**config.mk**
```make
export PLATFORM = sky130hd
export DESIGN_NAME = mdio_master
export DESIGN_NICKNAME = d
export VERILOG_FILES = /design/src/rtl/mdio_master.sv
export SDC_FILE = /design/constraint.sdc
export NUM_CORES = 1
export LEC_CHECK = 0
export CORE_UTILIZATION = 43
export CTS_BUF_LIST = sky130_fd_sc_hd__clkbuf_2 sky130_fd_sc_hd__clkbuf_4 sky130_fd_sc_hd__clkbuf_8
export DETAILED_ROUTE_END_ITERATION = 8
export PLACE_DENSITY = 0.69
export SYNTH_ARGS = -nofsm -noshare
export SYNTH_HDL_FRONTEND = slang
export SYNTH_SLANG_ARGS = --single-unit
export TNS_END_PERCENT = 10
```
**constraint.sdc**
```tcl
create_clock -name sys_clk -period 1.79 [get_ports sys_clk]
set_input_delay 0.2685 -clock sys_clk [delete_from_list [all_inputs] [get_ports sys_clk]]
set_output_delay 0.2685 -clock sys_clk [all_outputs]
set_load 0.05 [all_outputs]
```
**src/rtl/mdio_master.sv**
```systemverilog
// mdio_master: IEEE 802.3 MDIO management master; one register command per handshake, frame on MDC/MDIO.
// Optional build macro MDIO_C45_EN enables Clause-45 frames (ST=00, four ops); default is Clause-22 only.
module mdio_master #(
    parameter int CLK_DIV_HALF = 25,
    parameter int PREAMBLE_LEN = 32
) (
    input  logic        sys_clk,
    input  logic        reset,
    input  logic        cmd_valid,
    output logic        cmd_ready,
    input  logic [1:0]  cmd_op,
    input  logic        cmd_c45,
    input  logic [4:0]  cmd_phy_addr,
    input  logic [4:0]  cmd_reg_addr,
    input  logic [15:0] cmd_wdata,
    output logic        rsp_valid,
    output logic [15:0] rsp_rdata,
    output logic        rsp_err,
    output logic        busy,
    output logic        o_mdc,
    output logic        o_mdo,
    output logic        o_mdo_oe,
    input  logic        i_mdi,
    output logic [2:0]  state_dbg
);

    // Handshake: a command transfers on a rising edge where cmd_valid & cmd_ready; cmd_ready is high only
    // in IDLE. Each accepted command yields exactly one rsp_valid pulse (unless reset intervenes).

    localparam int DIV_W = $clog2(CLK_DIV_HALF);
    localparam logic [DIV_W-1:0] DIV_MAX = DIV_W'(CLK_DIV_HALF - 1);
    localparam logic [5:0] PRE_LAST = 6'((PREAMBLE_LEN > 0) ? PREAMBLE_LEN - 1 : 0);

    typedef enum logic [2:0] {
        ST_IDLE = 3'd0,
        ST_PRE  = 3'd1,
        ST_HDR  = 3'd2,
        ST_TA   = 3'd3,
        ST_DATA = 3'd4,
        ST_DONE = 3'd5
    } state_t;

    state_t           state_q, state_d;
    logic [DIV_W-1:0] div_q, div_d;
    logic [5:0]       bit_q, bit_d;
    logic             mdc_q, mdc_d;
    logic             mdo_q, mdo_d;
    logic             oe_q, oe_d;
    logic [31:0]      tx_q, tx_d;
    logic [15:0]      rx_q, rx_d;
    logic [15:0]      rdata_q, rdata_d;
    logic             rd_q, rd_d;
    logic             ta_err_q, ta_err_d;
    logic             err_q, err_d;

    logic             st_c45;
    logic             op_legal;
    logic             op_read;
    logic [31:0]      frame;
    logic             half_end;
    logic             mdc_rise;
    logic             bit_end;

`ifdef MDIO_C45_EN
    assign st_c45 = cmd_c45;

    always_comb begin
        if (cmd_c45) begin
            op_legal = 1'b1;
            op_read  = cmd_op[1];
        end else begin
            op_legal = (cmd_op == 2'b01) || (cmd_op == 2'b10);
            op_read  = (cmd_op == 2'b10);
        end
    end
`else
    logic c45_unused;
    assign c45_unused = cmd_c45;
    assign st_c45     = 1'b0;
    assign op_legal   = (cmd_op == 2'b01) || (cmd_op == 2'b10);
    assign op_read    = (cmd_op == 2'b10);
`endif

    // Everything after the preamble, MSB first; TA bits are only put on the wire for writes.
    assign frame = {1'b0, ~st_c45, cmd_op, cmd_phy_addr, cmd_reg_addr, 2'b10, cmd_wdata};

    assign half_end = (div_q == DIV_MAX);
    assign mdc_rise = half_end & ~mdc_q;
    assign bit_end  = half_end & mdc_q;

    always_comb begin
        state_d  = state_q;
        div_d    = div_q;
        bit_d    = bit_q;
        mdc_d    = mdc_q;
        mdo_d    = mdo_q;
        oe_d     = oe_q;
        tx_d     = tx_q;
        rx_d     = rx_q;
        rdata_d  = rdata_q;
        rd_d     = rd_q;
        ta_err_d = ta_err_q;
        err_d    = err_q;
        case (state_q)
            ST_IDLE: begin
                div_d = '0;
                bit_d = '0;
                mdc_d = 1'b0;
                mdo_d = 1'b1;
                oe_d  = 1'b0;
                if (cmd_valid) begin
                    rd_d     = op_read;
                    ta_err_d = 1'b0;
                    tx_d     = frame;
                    if (!op_legal) begin
                        state_d = ST_DONE;
                        err_d   = 1'b1;
                    end else if (PREAMBLE_LEN == 0) begin
                        state_d = ST_HDR;
                        oe_d    = 1'b1;
                        mdo_d   = frame[31];
                        tx_d    = {frame[30:0], 1'b0};
                    end else begin
                        state_d = ST_PRE;
                        oe_d    = 1'b1;
                    end
                end
            end
            ST_DONE: begin
                state_d = ST_IDLE;
            end
            default: begin
                // Bit clock: low half then high half; data moves on the falling edge, sampled on the rising.
                div_d = half_end ? '0 : div_q + DIV_W'(1);
                if (half_end) begin
                    mdc_d = ~mdc_q;
                end
                if (mdc_rise) begin
                    if (state_q == ST_TA && bit_q == 6'd1) begin
                        ta_err_d = i_mdi;
                    end
                    if (state_q == ST_DATA) begin
                        rx_d = {rx_q[14:0], i_mdi};
                    end
                end
                if (bit_end) begin
                    bit_d = bit_q + 6'd1;
                    mdo_d = tx_q[31];
                    tx_d  = {tx_q[30:0], 1'b0};
                    case (state_q)
                        ST_PRE: begin
                            if (bit_q == PRE_LAST) begin
                                state_d = ST_HDR;
                                bit_d   = '0;
                            end else begin
                                mdo_d = 1'b1;
                                tx_d  = tx_q;
                            end
                        end
                        ST_HDR: begin
                            if (bit_q == 6'd13) begin
                                state_d = ST_TA;
                                bit_d   = '0;
                                oe_d    = ~rd_q;
                            end
                        end
                        ST_TA: begin
                            if (bit_q == 6'd1) begin
                                state_d = ST_DATA;
                                bit_d   = '0;
                            end
                        end
                        ST_DATA: begin
                            if (bit_q == 6'd15) begin
                                state_d = ST_DONE;
                                bit_d   = '0;
                                oe_d    = 1'b0;
                                mdo_d   = 1'b1;
                                err_d   = rd_q & ta_err_q;
                                if (rd_q) begin
                                    rdata_d = rx_q;
                                end
                            end
                        end
                        default: begin
                            state_d = ST_IDLE;
                        end
                    endcase
                end
            end
        endcase
    end

    always_ff @(posedge sys_clk) begin
        if (reset) begin
            state_q  <= ST_IDLE;
            div_q    <= '0;
            bit_q    <= '0;
            mdc_q    <= 1'b0;
            mdo_q    <= 1'b1;
            oe_q     <= 1'b0;
            tx_q     <= '0;
            rx_q     <= '0;
            rdata_q  <= '0;
            rd_q     <= 1'b0;
            ta_err_q <= 1'b0;
            err_q    <= 1'b0;
        end else begin
            state_q  <= state_d;
            div_q    <= div_d;
            bit_q    <= bit_d;
            mdc_q    <= mdc_d;
            mdo_q    <= mdo_d;
            oe_q     <= oe_d;
            tx_q     <= tx_d;
            rx_q     <= rx_d;
            rdata_q  <= rdata_d;
            rd_q     <= rd_d;
            ta_err_q <= ta_err_d;
            err_q    <= err_d;
        end
    end

    assign cmd_ready = (state_q == ST_IDLE);
    assign busy      = ~cmd_ready;
    assign rsp_valid = (state_q == ST_DONE);
    assign rsp_rdata = rdata_q;
    assign rsp_err   = err_q;
    assign o_mdc     = mdc_q;
    assign o_mdo     = mdo_q;
    assign o_mdo_oe  = oe_q;
    assign state_dbg = state_q;

endmodule
```
==> results.py, run 1 <==
metrics = {
    "status": {
        "status": "finished with violations",
        "violations": "design-rule violations, negative setup slack",
    },
    "worst_setup_path": {
        "crit_path_cell_trace": "inv_2 -> ha_4 -> or4b_4 -> o211ai_2 -> o211ai_2 -> o31a_1 -> a311oi_2",
        "cpPeakStageDelay_ps": 470,
        "start_kind": "flop",
        "cp_max_fo": 4,
        "path_class": "reg2reg",
        "cpMaxStageDelayCell": "or4b_4",
        "crit_top_cell": "o211ai_2",
        "worstPathArrival_ps": 2180,
        "critPathRequiredTime_ps": 2060,
        "cp-end-kind": "flop",
    },
    "job": {
        "max_cap_viol_count": 0,
    },
    "cells_and_area": {
        "final_area_sq_mm": 0.00558,
        "antenna-diode-count": 0,
        "drive_gt1_frac": 0.272,
        "fin_util": 0.643,
        "num-nets-final": 606,
        "area_growth_pct": 45.4,
    },
    "logic_synthesis": {
        "syn_nets": 504,
        "synth.avg_cell_area_sq_um": 8.23,
        "synth_seq_area_share": 0.438,
        "synth_warnings": 0,
        "async_flop_share": 0,
        "synth_cell_types": 54,
        "synth_seq_cells": 84,
        "syn_inst": 466,
        "synth_flop_cell": "dfxtp_1",
        "synth_edf_count": 0,
        "synth_area_sq_mm": 0.00383,
    },
    "floorplanning": {
        "die_y_microns": 96.4,
        "fp.dieW_microns": 96.4,
        "die_area_sq_mm": 0.00930,
        "rows": 34,
        "coreArea_sq_mm": 0.00868,
        "num_io_pins": 59,
        "start_util": 0.442,
    },
    "clock_tree": {
        "cts_made_buffers": 9,
        "cts.htree.levels": 3,
        "cts.clk_slew.worst_paths_ps": 90,
        "clock-root-buffer": "clkbuf_8",
        "worstSkewPairLatency_ps": 350,
        "clockBufferDepth": 2,
        "cts_num_sinks": 84,
        "cts_tree": "yes",
    },
    "drt": {
        "vias": 3733,
        "wl_met1_mm": 4.70,
        "post_drt_via_cell_ratio": 5.48,
        "drt-total-wl_mm": 10.3,
        "ant_nets": 0,
        "wl_met3_microns": 431,
        "top_layer_used": "met4",
        "first_pass_iters": 6,
        "wl_met2_mm": 5.02,
        "wl_per_cell_microns": 15.1,
        "drt-initial-drc-count": 191,
        "drc": 1,
    },
    "global_route": {
        "antenna_found_initial": 0,
        "overflow": 0,
        "gr-usage-all-layers": 0.224,
        "grt_pass1_wl_mm": 16.2,
        "grt_pass1_vias": 3458,
        "grt_max_degree": 63,
    },
    "sta": {
        "fmax_mhz": 524,
        "whs_ps": 336,
        "rsz0062_at_grt": "yes",
        "finalCriticalPeriod_ps": 1910,
        "hold_viol_final": 0,
        "fin_skew_ps": 8.12,
        "post-route-period-util": 1.07,
        "tightest_slew_ps": 501,
        "finalWorstSetupSlack_ps": -119,
        "setup_viol": 40,
        "maxSlewViolCount": 0,
        "slew_headroom": 0.666,
    },
    "hold_path": {
        "hold_class": "in2reg",
    },
    "place": {
        "dpl.hpwl_mm": 6.59,
        "placed_area_sq_mm": 0.00490,
        "place_ws_ps": -158,
        "port_buffers": 57,
        "place_congestion": 0.921,
    },
    "pwr": {
        "power_density_mw_per_mm2": 1230,
        "power.total_w": 0.00685,
        "max-vdd-ir-drop_mv": 0.608,
        "p_leak_nw": 2.41,
    },
}
## cells in the final DEF (no fill, tap or decap), drive strengths merged, types with 5 or more instances in the layout
master          n
xnor2           5
clkdlybuf4s50  30
dlygate4sd2     5
clkbuf         13
a21oi          33
nand2          99
o21ai           9
mux2i          18
a311oi         28
nand3           6
nor3            5
nand4           7
nor2           66
inv            12
dfxtp          84
buf            78
ha              5
dlymetal6s2s   11
## cell usage after synthesis (3+ instances only)
cell | count | area, sq um
nand2_1 | 98 | 368
dfxtp_1 | 84 | 1680
nor2_1 | 66 | 248
a21oi_1 | 33 | 165
a311oi_1 | 27 | 236
clkbuf_1 | 20 | 75.1
mux2i_1 | 18 | 180
buf_2 | 10 | 50.1
inv_1 | 10 | 37.5
o21ai_0 | 9 | 45.0
nand3_1 | 6 | 30.0
nand4_1 | 6 | 37.5
ha_1 | 5 | 62.6
nor3_1 | 5 | 25.0
xnor2_1 | 5 | 43.8
buf_6 | 4 | 45.0
o22ai_1 | 4 | 25.0
a22oi_1 | 3 | 22.5
and2_1 | 3 | 18.8
and4_1 | 3 | 26.3
nand3b_1 | 3 | 22.5
o2bb2ai_1 | 3 | 26.3
## path summary, 6_finish.rpt
kind | start | end | slack (ps) | depth (start not counted)
hold / removal | reset | rsp_rdata[0] | 340 | 2
setup reg to reg | bit_q[1] | state_dbg[2] | -120 | 7
setup / recovery | bit_q[1] | state_dbg[2] | -120 | 7
hold reg to reg | rx_q[12] | rx_q[13] | 460 | 2
## routing by layer
metal | vias to the layer above | global-route usage
li1 | 1849 | -
met1 | 1780 | 0.290
met2 | 86 | 0.371
met3 | 18 | 0.0423
met4 | 0 | 0.0821
met5 | - | 0
## cell families after synthesis
family	after synthesis	synth area share
AND/OR/NAND/NOR	207	0.239
AO/OA/AOI/OAI	101	0.192
flip-flops	84	0.438
buffers and inverters	46	0.0564
multiplexers	18	0.0470
XOR/XNOR	5	0.0114
adder cells (fa/ha/maj)	5	0.0163
## repair_timing
action	4_1_cts	5_1_grt
resized for setup	43	34
pin swaps	16	12
hold buffers	0	0
cloned	3	2
endpoints found under the setup margin	78	80
buffers inserted	10	2
## registers in the layout, summed over array words and instances (netlist names)
signal,cells
bit_q,6
div_q,5
o_mdc,1
o_mdo,1
o_mdo_oe,1
rd_q,1
rsp_err,1
rsp_rdata,16
rx_q,16
state_dbg,3
ta_err_q,1
tx_q,32
## report_power, final
| group | total, W | switching [W] | internal (W) |
|---|---|---|---|
| clock network | 0.00131 | 0.000713 | 0.000595 |
| registers | 0.00231 | 0.000171 | 0.00214 |
| logic | 0.00323 | 0.00176 | 0.00147 |
| total | 0.00685 | 0.00265 | 0.00420 |
## critical path, delay by kind of cell (launching register included)
kind,cells,cell delay (ps)
DFF,1,350
adders and majority gates,1,110
buffers and inverters,1,60
and+or+nand+nor,1,470
AOI/OAI and AO/OA,4,840
## final cells by class
type                       instances  area (sq um)
multi-input combinational        336          2200
inverter                          11          45.0
timing repair buffer             126          1300
tap                              108           135
sequential                        84          1700
clock buffer                      11           151
fill                             726          3100
clock inverter                     5          42.5
## metrics by stage
step	std cells	TNS (ps)
after floorplan	466	-777
after global placement	650	-1030
after detailed placement	650	-3310
after CTS	678	-1320
after global routing	681	-6690
final	681	-2540
(Power assumes the default switching activity.)
==> inputs of run 2 (changes only) <==
- REMOVE_ABC_BUFFERS: default -> 1
==> results.py, run 2 (synthesized netlist as in run 1, its figures left out) <==
metrics = {
    "drt": {
        "ant_nets": 0,
        "post_drt_via_cell_ratio": 5.53,
        "first_pass_iters": 5,
        "drt-initial-drc-count": 164,
        "drc": 0,
        "vias": 3765,
        "drt-total-wl_mm": 10.3,
        "wl_per_cell_microns": 15.2,
    },
    "cells_and_area": {
        "largest_register_ffs": 32,
        "top_register": "tx_q",
        "drive_gt1_frac": 0.260,
        "fill_cells": 739,
        "area_growth_pct": 45.1,
        "fin_util": 0.641,
        "layout_common_cells": "96 x nand2_1, 77 x dfxtp_1, 58 x nor2_1",
        "multi_input_area_sq_mm": 0.00216,
        "num-nets-final": 606,
        "register_area_sq_mm": 0.00169,
        "layoutNonFillerInstCount": 681,
        "antenna-diode-count": 0,
        "final_common_cell": "nand2_1",
    },
    "worst_setup_path": {
        "worstReg2RegStart": "bit_q[1]",
        "crit_path_start": "bit_q[1]",
        "path_class": "reg2reg",
        "start_kind": "flop",
        "crit_path_end": "state_dbg[2]",
        "critPathRequiredTime_ps": 2060,
        "rr_worst_depth": 7,
        "rrSetupSlack_ps": -170,
        "cp_max_fo": 4,
        "cp-end-kind": "flop",
        "worstPathArrival_ps": 2230,
        "r2r_end": "state_dbg[2]",
    },
    "sta": {
        "finalWorstSetupSlack_ps": -173,
        "rsz0062_at_grt": "yes",
        "fin_skew_ps": 7.23,
        "post-route-period-util": 1.10,
        "fmax_mhz": 509,
        "tightest_slew_ps": 605,
        "slew_headroom": 0.592,
        "maxSlewViolCount": 0,
        "hold_viol_final": 0,
        "finalCriticalPeriod_ps": 1960,
        "setup_viol": 68,
    },
    "status": {
        "violations": "negative setup slack",
        "status": "finished with violations",
    },
    "pwr": {
        "max-vdd-ir-drop_mv": 0.979,
        "p_leak_nw": 2.31,
        "power.total_w": 0.00694,
        "power_density_mw_per_mm2": 1250,
    },
    "job": {
        "max_cap_viol_count": 0,
    },
    "global_route": {
        "overflow": 0,
        "grt_max_degree": 41,
        "grt_pass1_vias": 3471,
        "antenna_found_initial": 0,
        "grt_pass1_wl_mm": 16.6,
        "gr-usage-all-layers": 0.230,
    },
    "clock_tree": {
        "cts_num_sinks": 84,
        "worstSkewPairLatency_ps": 360,
        "cts_made_buffers": 9,
        "ctsHoldBuffers": 0,
        "clock-root-buffer": "clkbuf_8",
        "cts_tree": "yes",
        "cts.htree.levels": 3,
        "clockBufferDepth": 2,
        "cts.clk_slew.worst_paths_ps": 90,
    },
    "floorplanning": {
        "fp.dieW_microns": 96.4,
        "rows": 34,
        "num_io_pins": 59,
        "die_y_microns": 96.4,
        "start_util": 0.442,
        "die_area_sq_mm": 0.00930,
        "coreArea_sq_mm": 0.00868,
    },
    "hold_path": {
        "worstHoldPathCells": 2,
        "hold_class": "in2reg",
    },
    "place": {
        "port_buffers": 57,
        "dpl.hpwl_mm": 6.95,
        "dp_cells": 654,
        "place_congestion": 0.880,
    },
}
## run 2: cell count changes in the layout (fill, tap and decap cells not counted), sizes merged, moves of 2 or more
cell,change
clkbuf,-4
dlymetal6s2s,-9
inv,+2
dlygate4sd2,+4
clkdlybuf4s50,+5
## run 2: repair_timing
action | in CTS | in global routing
buffers inserted | 7 | 1
resized for setup | 51 | 32
setup endpoints to repair | 73 | 86
pin swaps | 27 | 23
cloned | 4 | 0
## run 2: power by group
part | switching [W] | internal (W) | total [W]
Clock | 0.000760 | 0.000526 | 0.00129
Combinational | 0.00178 | 0.00156 | 0.00335
Sequential | 0.000170 | 0.00214 | 0.00231
Total | 0.00271 | 0.00423 | 0.00694
## run 2: through the flow
step	setup slack, ps	hold slack, ps	TNS (ps)	area (sq um)
after floorplan	-2010	336	-82240	3660
after global placement	-170	449	-3660	4930
after detailed placement	-260	462	-7390	4930
after CTS	-147	282	-4600	5450
after global routing	-225	327	-9870	5560
final	-173	306	-3580	5560
## run 2: how the worst min path moves through the flow
| stage | startpoint | to | slack (ps) |
|---|---|---|---|
| 2_1_floorplan | reset | state_dbg[2] | 340 |
| 3_3_place_gp | rx_q[15] | rx_q[15] | 450 |
| 3_5_place_dp | rx_q[3] | rx_q[4] | 460 |
| 4_1_cts | reset | rsp_rdata[2] | 280 |
| 5_1_grt | reset | rsp_rdata[1] | 330 |
| 6_report | reset | div_q[0] | 310 |
## run 2: per-layer routing
| layer | vias up | share of wire | global-route usage |
|---|---|---|---|
| met5 | - | 0 | 0 |
| met4 | 0 | 0.017 | 0.0686 |
| met3 | 21 | 0.041 | 0.0383 |
| met2 | 104 | 0.47 | 0.382 |
| met1 | 1791 | 0.47 | 0.307 |
| li1 | 1849 | - | - |
## run 2: layout make-up
cell class,instances,share of cell area
clock buffer,9,0.0223
clock inverter,7,0.0106
inverter,11,0.00787
multi-input combinational,336,0.388
sequential,84,0.304
tap,108,0.0243
timing repair buffer,126,0.243
## run 2: worst max-delay path, cell delays in order, from the launching register on
cell and delay [ps]:
dfxtp_2 350, inv_2 60, ha_4 120, or4b_4 470, o211ai_2 200, o211ai_2 150
o31a_1 330, a311oi_2 190
==> inputs of run 3 (changes only) <==
- CORE_MARGIN: default -> 1.5
==> results.py, run 3 (synthesized netlist as in run 1, its figures left out) <==
metrics = {
    "cells_and_area": {
        "num-nets-final": 608,
        "area_growth_pct": 41.2,
        "top_register": "tx_q",
        "drive_gt1_frac": 0.243,
        "fill_cells": 735,
        "largest_register_ffs": 32,
        "layout_common_cells": "96 x nand2_1, 79 x dfxtp_1, 64 x nor2_1",
        "layoutNonFillerInstCount": 683,
        "antenna-diode-count": 0,
        "final_common_cell": "nand2_1",
    },
    "sta": {
        "whs_ps": 272,
        "hold_viol_final": 0,
        "tightest_slew_ps": 503,
        "post-route-period-util": 1.10,
        "finalCriticalPeriod_ps": 1970,
        "setup_viol": 55,
        "fin_skew_ps": 12.5,
        "slew_headroom": 0.664,
        "rsz0062_at_grt": "yes",
        "finalWorstSetupSlack_ps": -182,
        "maxSlewViolCount": 0,
        "fmax_mhz": 507,
    },
    "drt": {
        "ant_nets": 0,
        "first_pass_iters": 4,
        "post_drt_via_cell_ratio": 5.48,
        "wl_per_cell_microns": 14.5,
        "drt-initial-drc-count": 181,
        "drc": 0,
        "drt-total-wl_mm": 9.89,
        "vias": 3746,
    },
    "clock_tree": {
        "cts.clk_slew.worst_paths_ps": 90,
        "ctsHoldBuffers": 0,
        "cts.htree.levels": 3,
        "worstSkewPairLatency_ps": 360,
        "clockBufferDepth": 2,
        "clock-root-buffer": "clkbuf_8",
        "cts_made_buffers": 9,
        "cts_tree": "yes",
        "cts_num_sinks": 84,
    },
    "place": {
        "place_ws_ps": -203,
        "place_congestion": 0.898,
        "dpl.hpwl_mm": 6.69,
        "dp_cells": 653,
        "port_buffers": 57,
    },
    "worst_setup_path": {
        "worst-path-buf-inv": 3,
        "critical-path-top-delay-family": "compound AO/OA/AOI/OAI gates",
        "cpMaxStageDelayCell": "dfxtp_2",
        "crit_top_cell": "buf_4",
        "path_class": "reg2reg",
        "crit_path_cell_trace": "inv_2 -> ha_4 -> and4b_2 -> buf_4 -> a21oi_1 -> o22ai_2 -> buf_4 -> and4_1 -> a211o_1",
        "cp-end-kind": "flop",
        "start_kind": "flop",
        "critPathRequiredTime_ps": 2030,
        "cp_max_fo": 5,
        "worstPathArrival_ps": 2210,
        "cpPeakStageDelay_ps": 340,
    },
    "floorplanning": {
        "coreArea_sq_mm": 0.00868,
        "die_area_sq_mm": 0.00949,
        "rows": 34,
        "start_util": 0.442,
        "fp.dieW_microns": 97.4,
        "num_io_pins": 59,
        "die_y_microns": 97.4,
    },
    "pwr": {
        "power_density_mw_per_mm2": 1260,
        "max-vdd-ir-drop_mv": 0.931,
        "p_leak_nw": 2.36,
    },
    "status": {
        "violations": "negative setup slack",
        "status": "finished with violations",
    },
    "global_route": {
        "grt_pass1_vias": 3669,
        "gr-usage-all-layers": 0.212,
        "overflow": 0,
        "grt_max_degree": 68,
        "antenna_found_initial": 0,
        "grt_pass1_wl_mm": 16.7,
    },
    "job": {
        "max_cap_viol_count": 0,
    },
    "hold_path": {
        "hold_class": "in2reg",
    },
}
[run 3: cell count changes in the layout (fill, tap and decap cells not counted), moves of 5 or more]
cell             delta
nor2_1              +6
buf_6               +5
dlymetal6s2s_1      +6
buf_4               +6
clkdlybuf4s50_1     -5
buf_12              -6
[run 3: power by group]
part	switching, W	internal, W	total, W
Clock	0.000742	0.000667	0.00141
Combinational	0.00168	0.00142	0.00310
Sequential	0.000161	0.00214	0.00230
Total	0.00258	0.00423	0.00681
[run 3: cell type report]
cell class | count | area (sq um) | area share
flip-flops and latches | 84 | 1690 | 0.313
inverters | 11 | 43.8 | 0.00809
clock buffers | 9 | 124 | 0.0229
clock inverters | 7 | 80.1 | 0.0148
well taps | 108 | 135 | 0.0250
multi-input cells | 336 | 2070 | 0.382
repair buffers | 128 | 1270 | 0.234
[run 3: layer usage]
metal | global-route usage | vias up | part of all wire
met5 | 0 | - | 0
met4 | 0.0703 | 0 | 0.016
met3 | 0.0388 | 16 | 0.049
met2 | 0.356 | 118 | 0.48
met1 | 0.273 | 1759 | 0.45
li1 | - | 1853 | -
[run 3: path summary, 6_finish.rpt]
check	start	to	slack (ps)	cells after the start
max reg2reg	div_q[1]	bit_q[4]	-180	9
max	div_q[1]	bit_q[4]	-180	9
min reg2reg	rx_q[15]	rx_q[15]	460	2
min	reset	rsp_rdata[2]	270	2
[run 3: timing repair]
| action | in CTS | in global routing |
|---|---|---|
| buffers inserted | 10 | 6 |
| endpoints found under the setup margin | 65 | 85 |
| resized for setup | 52 | 24 |
| gates cloned | 2 | 0 |
| hold endpoints to repair | 0 | 0 |
| pin swaps | 32 | 17 |
[run 3: per-stage QoR]
| step | util | cell area (sq um) | power (W) | TNS [ps] |
|---|---|---|---|---|
| final | 0.624 | 5410 | 0.00681 | -2810 |
| after global routing | 0.624 | 5410 | 0.00723 | -8310 |
| after detailed placement | 0.563 | 4880 | 0.00489 | -3960 |
| after CTS | 0.618 | 5360 | 0.00679 | -2980 |
| after floorplan | - | 3660 | 0.00376 | -82240 |
| after global placement | 0.563 | 4880 | 0.00483 | -2110 |
